--- config.mk ---
export PLATFORM = sky130hd
export DESIGN_NAME = multi_voice_engine
export DESIGN_NICKNAME = d
export VERILOG_FILES = /design/src/rtl/multi_voice_engine.sv
export SDC_FILE = /design/constraint.sdc
export NUM_CORES = 1
export LEC_CHECK = 0
export ABC_AREA = 0
export BUFFER_PORTS_ARGS = -buffer_cell sky130_fd_sc_hd__buf_2
export CELL_PAD_IN_SITES_DETAIL_PLACEMENT = 1
export CELL_PAD_IN_SITES_GLOBAL_PLACEMENT = 1
export CORE_UTILIZATION = 45
export DETAILED_ROUTE_END_ITERATION = 10
export PLACE_DENSITY = 0.79
export SYNTH_ARGS = -nofsm -noshare
export SYNTH_HDL_FRONTEND = slang
export SYNTH_SLANG_ARGS = --single-unit
--- constraint.sdc ---
create_clock -name i_clk -period 14.1 [get_ports i_clk]
set_input_delay 0.705 -clock i_clk [delete_from_list [all_inputs] [get_ports i_clk]]
set_output_delay 0.705 -clock i_clk [all_outputs]
set_load 0.005 [all_outputs]
--- src/rtl/multi_voice_engine.sv ---
// Time-multiplexed tone generator: per-channel phase accumulators, four waveforms,
// amplitude scaling and a summing mixer that services one channel per clock.
module multi_voice_engine #(
  parameter int NUM_CHANNELS = 4,
  parameter int PHASE_WIDTH  = 32,
  parameter int AMP_WIDTH    = 4,
  localparam int CHAN_BITS   = (NUM_CHANNELS > 1) ? $clog2(NUM_CHANNELS) : 1,
  localparam int OUT_WIDTH   = AMP_WIDTH + CHAN_BITS
) (
  input  logic                   i_clk,
  input  logic                   i_rst_n,
  input  logic                   i_tick_stb,
  input  logic                   i_sample_stb,
  input  logic                   i_cfg_we,
  input  logic [CHAN_BITS-1:0]   i_cfg_chan,
  input  logic [PHASE_WIDTH-1:0] i_cfg_delta,
  input  logic [AMP_WIDTH-1:0]   i_cfg_amp,
  input  logic [1:0]             i_cfg_mode,
  input  logic                   i_cfg_phase_rst,
  output logic [OUT_WIDTH-1:0]   o_sample,
  output logic                   o_sample_valid,
  output logic                   o_busy,
  output logic                   o_overrun
);

  typedef enum logic [1:0] {ST_IDLE = 2'd0, ST_RUN = 2'd1, ST_DONE = 2'd2} state_e;

  localparam logic [1:0] MODE_SQUARE = 2'd0;
  localparam logic [1:0] MODE_SAW    = 2'd1;
  localparam logic [1:0] MODE_TRI    = 2'd2;
  localparam logic [1:0] MODE_NOISE  = 2'd3;
  localparam logic [CHAN_BITS-1:0] LAST_CH   = CHAN_BITS'(NUM_CHANNELS - 1);
  localparam logic [14:0]          LFSR_SEED = 15'h0001;

  function automatic logic [14:0] lfsr_step(input logic [14:0] s);
    return {s[13:0], s[14] ^ s[13]};
  endfunction

  function automatic logic [AMP_WIDTH-1:0] calc_contrib(
    input logic [PHASE_WIDTH-1:0] ph,
    input logic [AMP_WIDTH-1:0]   amp,
    input logic [1:0]             mode,
    input logic [14:0]            lfsr
  );
    logic [AMP_WIDTH-1:0]   lvl;
    logic [2*AMP_WIDTH-1:0] prod;
    case (mode)
      MODE_SAW:   lvl = ph[PHASE_WIDTH-1 -: AMP_WIDTH];
      MODE_TRI:   lvl = ph[PHASE_WIDTH-1] ? ~ph[PHASE_WIDTH-2 -: AMP_WIDTH]
                                          :  ph[PHASE_WIDTH-2 -: AMP_WIDTH];
      MODE_NOISE: lvl = lfsr[AMP_WIDTH-1:0];
      default:    lvl = '0;
    endcase
    prod = (2*AMP_WIDTH)'(lvl) * (2*AMP_WIDTH)'(amp);
    if (mode == MODE_SQUARE) begin
      return ph[PHASE_WIDTH-1] ? amp : '0;
    end else begin
      return prod[2*AMP_WIDTH-1 -: AMP_WIDTH];
    end
  endfunction

  logic [PHASE_WIDTH-1:0] sh_delta_q  [NUM_CHANNELS];
  logic [PHASE_WIDTH-1:0] sh_delta_d  [NUM_CHANNELS];
  logic [AMP_WIDTH-1:0]   sh_amp_q    [NUM_CHANNELS];
  logic [AMP_WIDTH-1:0]   sh_amp_d    [NUM_CHANNELS];
  logic [1:0]             sh_mode_q   [NUM_CHANNELS];
  logic [1:0]             sh_mode_d   [NUM_CHANNELS];
  logic                   sh_prst_q   [NUM_CHANNELS];
  logic                   sh_prst_d   [NUM_CHANNELS];
  logic [PHASE_WIDTH-1:0] act_delta_q [NUM_CHANNELS];
  logic [PHASE_WIDTH-1:0] act_delta_d [NUM_CHANNELS];
  logic [AMP_WIDTH-1:0]   act_amp_q   [NUM_CHANNELS];
  logic [AMP_WIDTH-1:0]   act_amp_d   [NUM_CHANNELS];
  logic [1:0]             act_mode_q  [NUM_CHANNELS];
  logic [1:0]             act_mode_d  [NUM_CHANNELS];
  logic [PHASE_WIDTH-1:0] phase_q     [NUM_CHANNELS];
  logic [PHASE_WIDTH-1:0] phase_d     [NUM_CHANNELS];

  state_e                 state_q, state_d;
  logic [CHAN_BITS-1:0]   ch_q, ch_d;
  logic [OUT_WIDTH-1:0]   acc_q, acc_d;
  logic [14:0]            lfsr_q, lfsr_d;
  logic [OUT_WIDTH-1:0]   sample_q, sample_d;
  logic                   valid_q, valid_d;
  logic                   busy_q, busy_d;
  logic                   overrun_q, overrun_d;
  logic                   pending_q, pending_d;

  logic                   commit_s;
  logic                   run_s;
  logic                   carry_s;
  logic [PHASE_WIDTH-1:0] ph_new_s;
  logic [AMP_WIDTH-1:0]   contrib_s;

  // Commit only while idle so a sample in flight always sees one consistent config.
  assign commit_s  = (state_q == ST_IDLE) && pending_q;
  assign run_s     = (state_q == ST_RUN);
  assign pending_d = i_tick_stb | (pending_q & ~commit_s);
  assign {carry_s, ph_new_s} = {1'b0, phase_q[ch_q]} + {1'b0, act_delta_q[ch_q]};
  assign contrib_s = calc_contrib(ph_new_s, act_amp_q[ch_q], act_mode_q[ch_q], lfsr_q);

  // Shadow writes, shadow-to-active commit and per-channel phase update.
  always_comb begin
    for (int i = 0; i < NUM_CHANNELS; i++) begin
      logic wr;
      wr = i_cfg_we && (i_cfg_chan == CHAN_BITS'(i));
      sh_delta_d[i]  = wr ? i_cfg_delta : sh_delta_q[i];
      sh_amp_d[i]    = wr ? i_cfg_amp   : sh_amp_q[i];
      sh_mode_d[i]   = wr ? i_cfg_mode  : sh_mode_q[i];
      sh_prst_d[i]   = wr ? i_cfg_phase_rst : (commit_s ? 1'b0 : sh_prst_q[i]);
      act_delta_d[i] = commit_s ? sh_delta_q[i] : act_delta_q[i];
      act_amp_d[i]   = commit_s ? sh_amp_q[i]   : act_amp_q[i];
      act_mode_d[i]  = commit_s ? sh_mode_q[i]  : act_mode_q[i];
      phase_d[i]     = (commit_s && sh_prst_q[i])            ? '0       :
                       (run_s && (ch_q == CHAN_BITS'(i)))    ? ph_new_s : phase_q[i];
    end
  end

  // Sample sequencer: IDLE -> RUN (one channel per cycle) -> DONE.
  always_comb begin
    state_d  = state_q;
    ch_d     = ch_q;
    acc_d    = acc_q;
    lfsr_d   = lfsr_q;
    sample_d = sample_q;
    valid_d  = 1'b0;
    case (state_q)
      ST_IDLE: begin
        if (i_sample_stb) begin
          state_d = ST_RUN;
          ch_d    = '0;
          acc_d   = '0;
        end else begin
          state_d = ST_IDLE;
        end
      end
      ST_RUN: begin
        acc_d = acc_q + OUT_WIDTH'(contrib_s);
        if (carry_s && (act_mode_q[ch_q] == MODE_NOISE)) begin
          lfsr_d = lfsr_step(lfsr_q);
        end else begin
          lfsr_d = lfsr_q;
        end
        if (ch_q == LAST_CH) begin
          state_d = ST_DONE;
        end else begin
          ch_d = ch_q + CHAN_BITS'(1);
        end
      end
      ST_DONE: begin
        sample_d = acc_q;
        valid_d  = 1'b1;
        state_d  = ST_IDLE;
      end
      default: state_d = ST_IDLE;
    endcase
    busy_d    = (state_d != ST_IDLE);
    overrun_d = i_sample_stb && (state_q != ST_IDLE);
  end

  // State, configuration and output registers.
  always_ff @(posedge i_clk or negedge i_rst_n) begin
    if (!i_rst_n) begin
      for (int i = 0; i < NUM_CHANNELS; i++) begin
        sh_delta_q[i]  <= '0;
        sh_amp_q[i]    <= '0;
        sh_mode_q[i]   <= '0;
        sh_prst_q[i]   <= 1'b0;
        act_delta_q[i] <= '0;
        act_amp_q[i]   <= '0;
        act_mode_q[i]  <= '0;
        phase_q[i]     <= '0;
      end
      state_q   <= ST_IDLE;
      ch_q      <= '0;
      acc_q     <= '0;
      lfsr_q    <= LFSR_SEED;
      sample_q  <= '0;
      valid_q   <= 1'b0;
      busy_q    <= 1'b0;
      overrun_q <= 1'b0;
      pending_q <= 1'b0;
    end else begin
      for (int i = 0; i < NUM_CHANNELS; i++) begin
        sh_delta_q[i]  <= sh_delta_d[i];
        sh_amp_q[i]    <= sh_amp_d[i];
        sh_mode_q[i]   <= sh_mode_d[i];
        sh_prst_q[i]   <= sh_prst_d[i];
        act_delta_q[i] <= act_delta_d[i];
        act_amp_q[i]   <= act_amp_d[i];
        act_mode_q[i]  <= act_mode_d[i];
        phase_q[i]     <= phase_d[i];
      end
      state_q   <= state_d;
      ch_q      <= ch_d;
      acc_q     <= acc_d;
      lfsr_q    <= lfsr_d;
      sample_q  <= sample_d;
      valid_q   <= valid_d;
      busy_q    <= busy_d;
      overrun_q <= overrun_d;
      pending_q <= pending_d;
    end
  end

  assign o_sample       = sample_q;
  assign o_sample_valid = valid_q;
  assign o_busy         = busy_q;
  assign o_overrun      = overrun_q;

endmodule

# Word-level counts from Yosys, hierarchy flattened
# Cells that the tools add are included.
# totals
register_bits	471
inputBits	46
output_inout_bits	9
wordCells	136
# classes
addsub	3
n_mul	1
order_cmp	1
eq_ne	13
mux	38
bitwise	6
reduce_logical	33
# ops
cell	n
32-bit 2-to-1 mux	12
32-bit binary-select mux with 2-bit select	2
32-bit by 32-bit adder with 33-bit output	1
2-bit nonzero test	11
4-bit 2-to-1 mux	5
1-bit logical AND	15
2-bit == test (second input constant)	7
4-bit one-hot mux with 3 select lines	1
6-bit one-hot mux with 2 select lines	1
2-bit 2-to-1 mux	5
4-bit binary-select mux with 2-bit select	1
2-bit by 1-bit == test with 1-bit output (second input constant)	4
2-bit zero test	4
4-bit by 4-bit multiplier with 8-bit output	1
2-bit one-hot mux with 2 select lines	2
1-bit 2-to-1 mux	7
6-bit by 4-bit adder with 6-bit output	1
6-bit 2-to-1 mux	1
2-bit binary-select mux with 2-bit select	1
2-bit != test (second input constant)	2
4-bit NOT	1
2-bit AND reduction	2
3-bit greater-or-equal comparator (second input constant)	1
2-bit NOT with 3-bit output	1
6 further kinds	6

# Logic depth before layout (Yosys ltp)
# depth
word_depth	12
ltp_mapped	37
ltp_nobuf	31

# Worst setup path after synthesis
# OpenSTA, ideal clock, no wires.
# synth_path
path_kind	reg2reg
from	register ch_q[0]
to	register acc_q[5]
setup_time_ns	0.127
t_arrival_ns	8.660
required_time_ns	13.973
slack_ns	5.313
stages_incl_launch_ff	35
n_path_buf	5
period_less_slack_ns	8.787
path_cell_list	dfrtp_1 > buf_1 > buf_1 > buf_1 > mux4_2 > ha_1 > and3_1 > and2_1 > a221o_1 > a31o_1 > nor3_1 > or2_0 > buf_2 > clkbuf_1 > xnor2_1 > a22oi_1 > or2_2 > fa_1 > fa_1 > inv_1 > ha_1 > nand4_1 > o32a_1 > a21oi_2 > o21ai_1 > mux2_1 > nor2_1 > ha_1 > a21o_1 > a21oi_1 > nor2b_1 > o21ai_0 > nor3_1 > a21oi_1 > o21ai_0
# synth_via
elab_chain_cells	12
elab_cells_between_ends	26
cone_classes	2 x add/sub; 1 x mul; 3 x eq/ne; 17 x mux; 2 x bitwise; 1 x reduce/logical
# synth_lines
item	line_no	source
start: declaration	80	logic [CHAN_BITS-1:0] ch_q, ch_d;
start signal: assignment	195	ch_q <= ch_d;
2-bit NOT with 3-bit output (not written as such) (*)	99, 100	
32-bit binary-select mux with 2-bit select	99	assign {carry_s, ph_new_s} = {1'b0, phase_q[ch_q]} + {1'b0, act_delta_q[ch_q]};
32-bit 2-to-1 mux (not written as such) (2 in a row)	99	
32-bit by 32-bit adder with 33-bit output	99	
4-bit NOT	49	MODE_TRI: lvl = ph[PHASE_WIDTH-1] ? ~ph[PHASE_WIDTH-2 -: AMP_WIDTH]
4-bit 2-to-1 mux	49	
4-bit one-hot mux with 3 select lines	47	case (mode)
4-bit by 4-bit multiplier with 8-bit output	54	prod = (2*AMP_WIDTH)'(lvl) * (2*AMP_WIDTH)'(amp);
4-bit 2-to-1 mux (*)	55	if (mode == MODE_SQUARE) begin
6-bit by 4-bit adder with 6-bit output (*)	138	acc_d = acc_q + OUT_WIDTH'(contrib_s);
6-bit one-hot mux with 2 select lines (*)	127	case (state_q)
end signal: assignment	176	acc_q <= '0;
end signal: assignment	196	acc_q <= acc_d;
end: declaration	81	logic [OUT_WIDTH-1:0] acc_q, acc_d;
# Mark *: on every way between the ends. The rest lies on a longest branch, timed or not. The select of a mux whose other input is x is not followed.
# A chain may end at the register's enable or synchronous reset.

# Worst setup path after layout
# Ends and elaborated chain as after synthesis.

==> results.ini <==
[critical_path]
cpLargestDelayFamily = compound AO/OA/AOI/OAI gates
cp-start-kind = flop
cp.required_ns = 14.55
critPathKind = reg -> reg
crit_arrival_ns = 10.23
cpMaxStageDelayCell = buf_4
endpoint_kind = flop
crit_fanout = 50
path_buf_inv = 2
critPathMostFrequentCell = a21oi_1
max_stage_delay_ns = 0.89

[grt]
grt_pass1_vias = 16565
track_usage_pct = 24.0
grt_overflow = 0
antenna_found_initial = 0
grt_max_degree = 177
grt_pass1_wl_um = 90900

[floorplanning]
die-area_um2 = 48500
die_y_um = 220
fp.coreArea_um2 = 46800
dieWidth_um = 220
fp-row-count = 79
io_pins = 55
start_util_pct = 45.9

[clocking]
postCtsHoldBufs = 0
cts_resized = 0
numCtsBuffers = 49
h-tree-depth = 2
clockBufferDepth = 3
cts.sinks = 471
post_cts_buffers = 0
cts_tree = built
clk_transition_reported_paths_ns = 0.06
clock_latency_ns = 0.59
clockRootBuffer = clkbuf_16

[synthesis]
synth_top_area_share_pct = 54.8
synth_nets = 1937
yosysTopAreaCell = dfrtp_1
yosysWarnings = 0
postSynth.asyncResetShare_pct = 100
synth-edff-count = 0
synthFlopType = dfrtp_1
yosys.cell_types.count = 71
seq_area_frac_synth_pct = 55.0
ys_ff_latch = 471
synth_cells = 1836
ys_top_cells_by_area = dfrtp_1, mux2_2, nand2_1, mux4_2, a22o_1
syn_area_um2 = 21400
avgSynthCellArea_um2 = 11.7
yosysMostFrequentCell = nand2_1
synth_common_cells = nand2_1, dfrtp_1, mux2_2

[detailed_routing]
dr.pass1.iters = 5
wl_um = 54700
drt_iter0_drc = 812
drcViolationCount = 0
viasPerCell = 5.80
via_count = 14533
antenna_left = 0
wl_per_cell_um = 21.9

[timing]
clock_skew_ns = 0.0156
grt_setup_unrepaired = no
fmax_mhz = 102
fin_ws_ns = 4.33
finalMaxSlewViolations = 0
period_share_pct = 69.3
finalHoldViolations = 0
setup_violations = 0
worstMarginPinSlew_ns = 1.07
max_slew_margin_pct = 28.9
setup-tns-final_ns = 0
layout_min_cycle_time_ns = 9.77

[job]
max_cap_viol_count = 0

[placement]
dp_hpwl_um = 32700
post-place-ws_ns = 4.25
gp_congestion = 0.884
io_buffers = 54

[power_and_ir_drop]
vdd_drop_max_mv = 0.143
p_per_area_nw_per_um2 = 288
power_leakage_nw = 11.4
p_total_mw = 6.90

[cells_and_area]
num-nets-final = 1958
area_growth_pct = 12.0
drive_gt1_share_pct = 21.7

[run_status]
outcome = finished clean

[min_path]
hold_class = in -> async

==> final timing paths <==
kind | startpoint | end | slack, ns | cells past startpoint
max | ch_q[0] | acc_q[5] | 4.33 | 31
min | i_rst_n | sh_delta_q[34] | 0.12 | 1
min reg2reg | sh_delta_q[80] | act_delta_q[80] | 0.46 | 2
min in group i_clk | i_tick_stb | pending_q | 0.31 | 2
max in group asynchronous | i_rst_n | act_delta_q[53] | 11.73 | 3
max reg2reg | ch_q[0] | acc_q[5] | 4.33 | 31
==> placed cells by master, fill, tap and decap left out, types with 8 or more instances in the layout <==
master     Yosys  layout
nor3_1         9       9
ha_1          50      50
mux2_2       174     174
a21o_1        13      13
dfrtp_1      470     468
xnor2_1       22      22
nor2b_1       10      10
clkbuf_16      0      51
xor2_1        10      10
o21ai_0       36      36
and2_1         9       8
buf_4          0      20
buf_2          6      53
a21oi_1       50      46
clkbuf_8       0      12
inv_1         25      24
a22o_1       126     126
nand3_1       11      10
mux4_2        68      68
clkbuf_1      76      12
nor2_1        30      30
nand2_1      512     511
clkinv_2       0       8
==> sequential cells by signal (all words and copies together), names as in the netlist <==
signal          count
act_delta_q       128
o_sample            6
act_mode_q          8
state_q             2
o_overrun           1
pending_q           1
phase_q           128
act_amp_q          16
o_sample_valid      1
acc_q               6
sh_delta_q        128
ch_q                2
sh_mode_q           8
o_busy              1
lfsr_q             15
sh_prst_q           4
sh_amp_q           16
==> per-stage QoR <==
step           std cells  cell area (µm²)  hold slack (ns)  utilization, %
6_report            2505            24000            0.121            51.4
5_1_grt             2504            24000            0.160            51.4
4_1_cts             2504            24000            0.119            51.4
3_5_place_dp        2413            22300            0.451            47.7
3_3_place_gp        2413            22300            0.440            47.7
2_1_floorplan       1836            21400            0.409               -
==> worst register-to-register path: cells and delay by family (launching register included) <==
kind            cells  cell delay [ns]
fa+ha+maj           5             2.09
compound gates     17             4.20
simple gates        5             0.70
flops               1             0.75
mux                 2             0.99
buf+inv             2             0.95
==> kinds of logic after synthesis <==
kind of cell / count (synthesis) / share of synthesized area (%)
muxes: 246 / 16.5
adders and majority gates: 55 / 3.38
AOI/OAI and AO/OA: 286 / 9.93
DFF: 471 / 55.0
buffers and inverters: 131 / 2.36
and+or+nand+nor: 615 / 11.6
xor gates and xnor gates: 32 / 1.31
==> power breakdown <==
part	total [mW]	internal (mW)	switching, mW
logic	3.38	1.37	2.02
clock network	1.38	0.835	0.544
registers	2.14	1.84	0.306
total	6.90	4.04	2.87
==> layout make-up <==
class	instances	area, µm²
antenna	1	2.50
clock buffer	75	1490
clock inverter	16	236
fill	4837	22700
inverter	26	97.6
multi-input combinational	1234	9190
sequential	471	11800
tap	607	759
timing repair buffer	75	450
==> routing by layer <==
layer  vias to the layer above  GRT usage (%)  part of all wire, %
met5                         -              0                    0
met4                         0           8.55                  2.6
met3                        97           3.05                  3.8
met2                       291           41.6                   51
met1                      7654           30.8                   42
li1                       6491              -                    -
(Power assumes the default switching activity.)
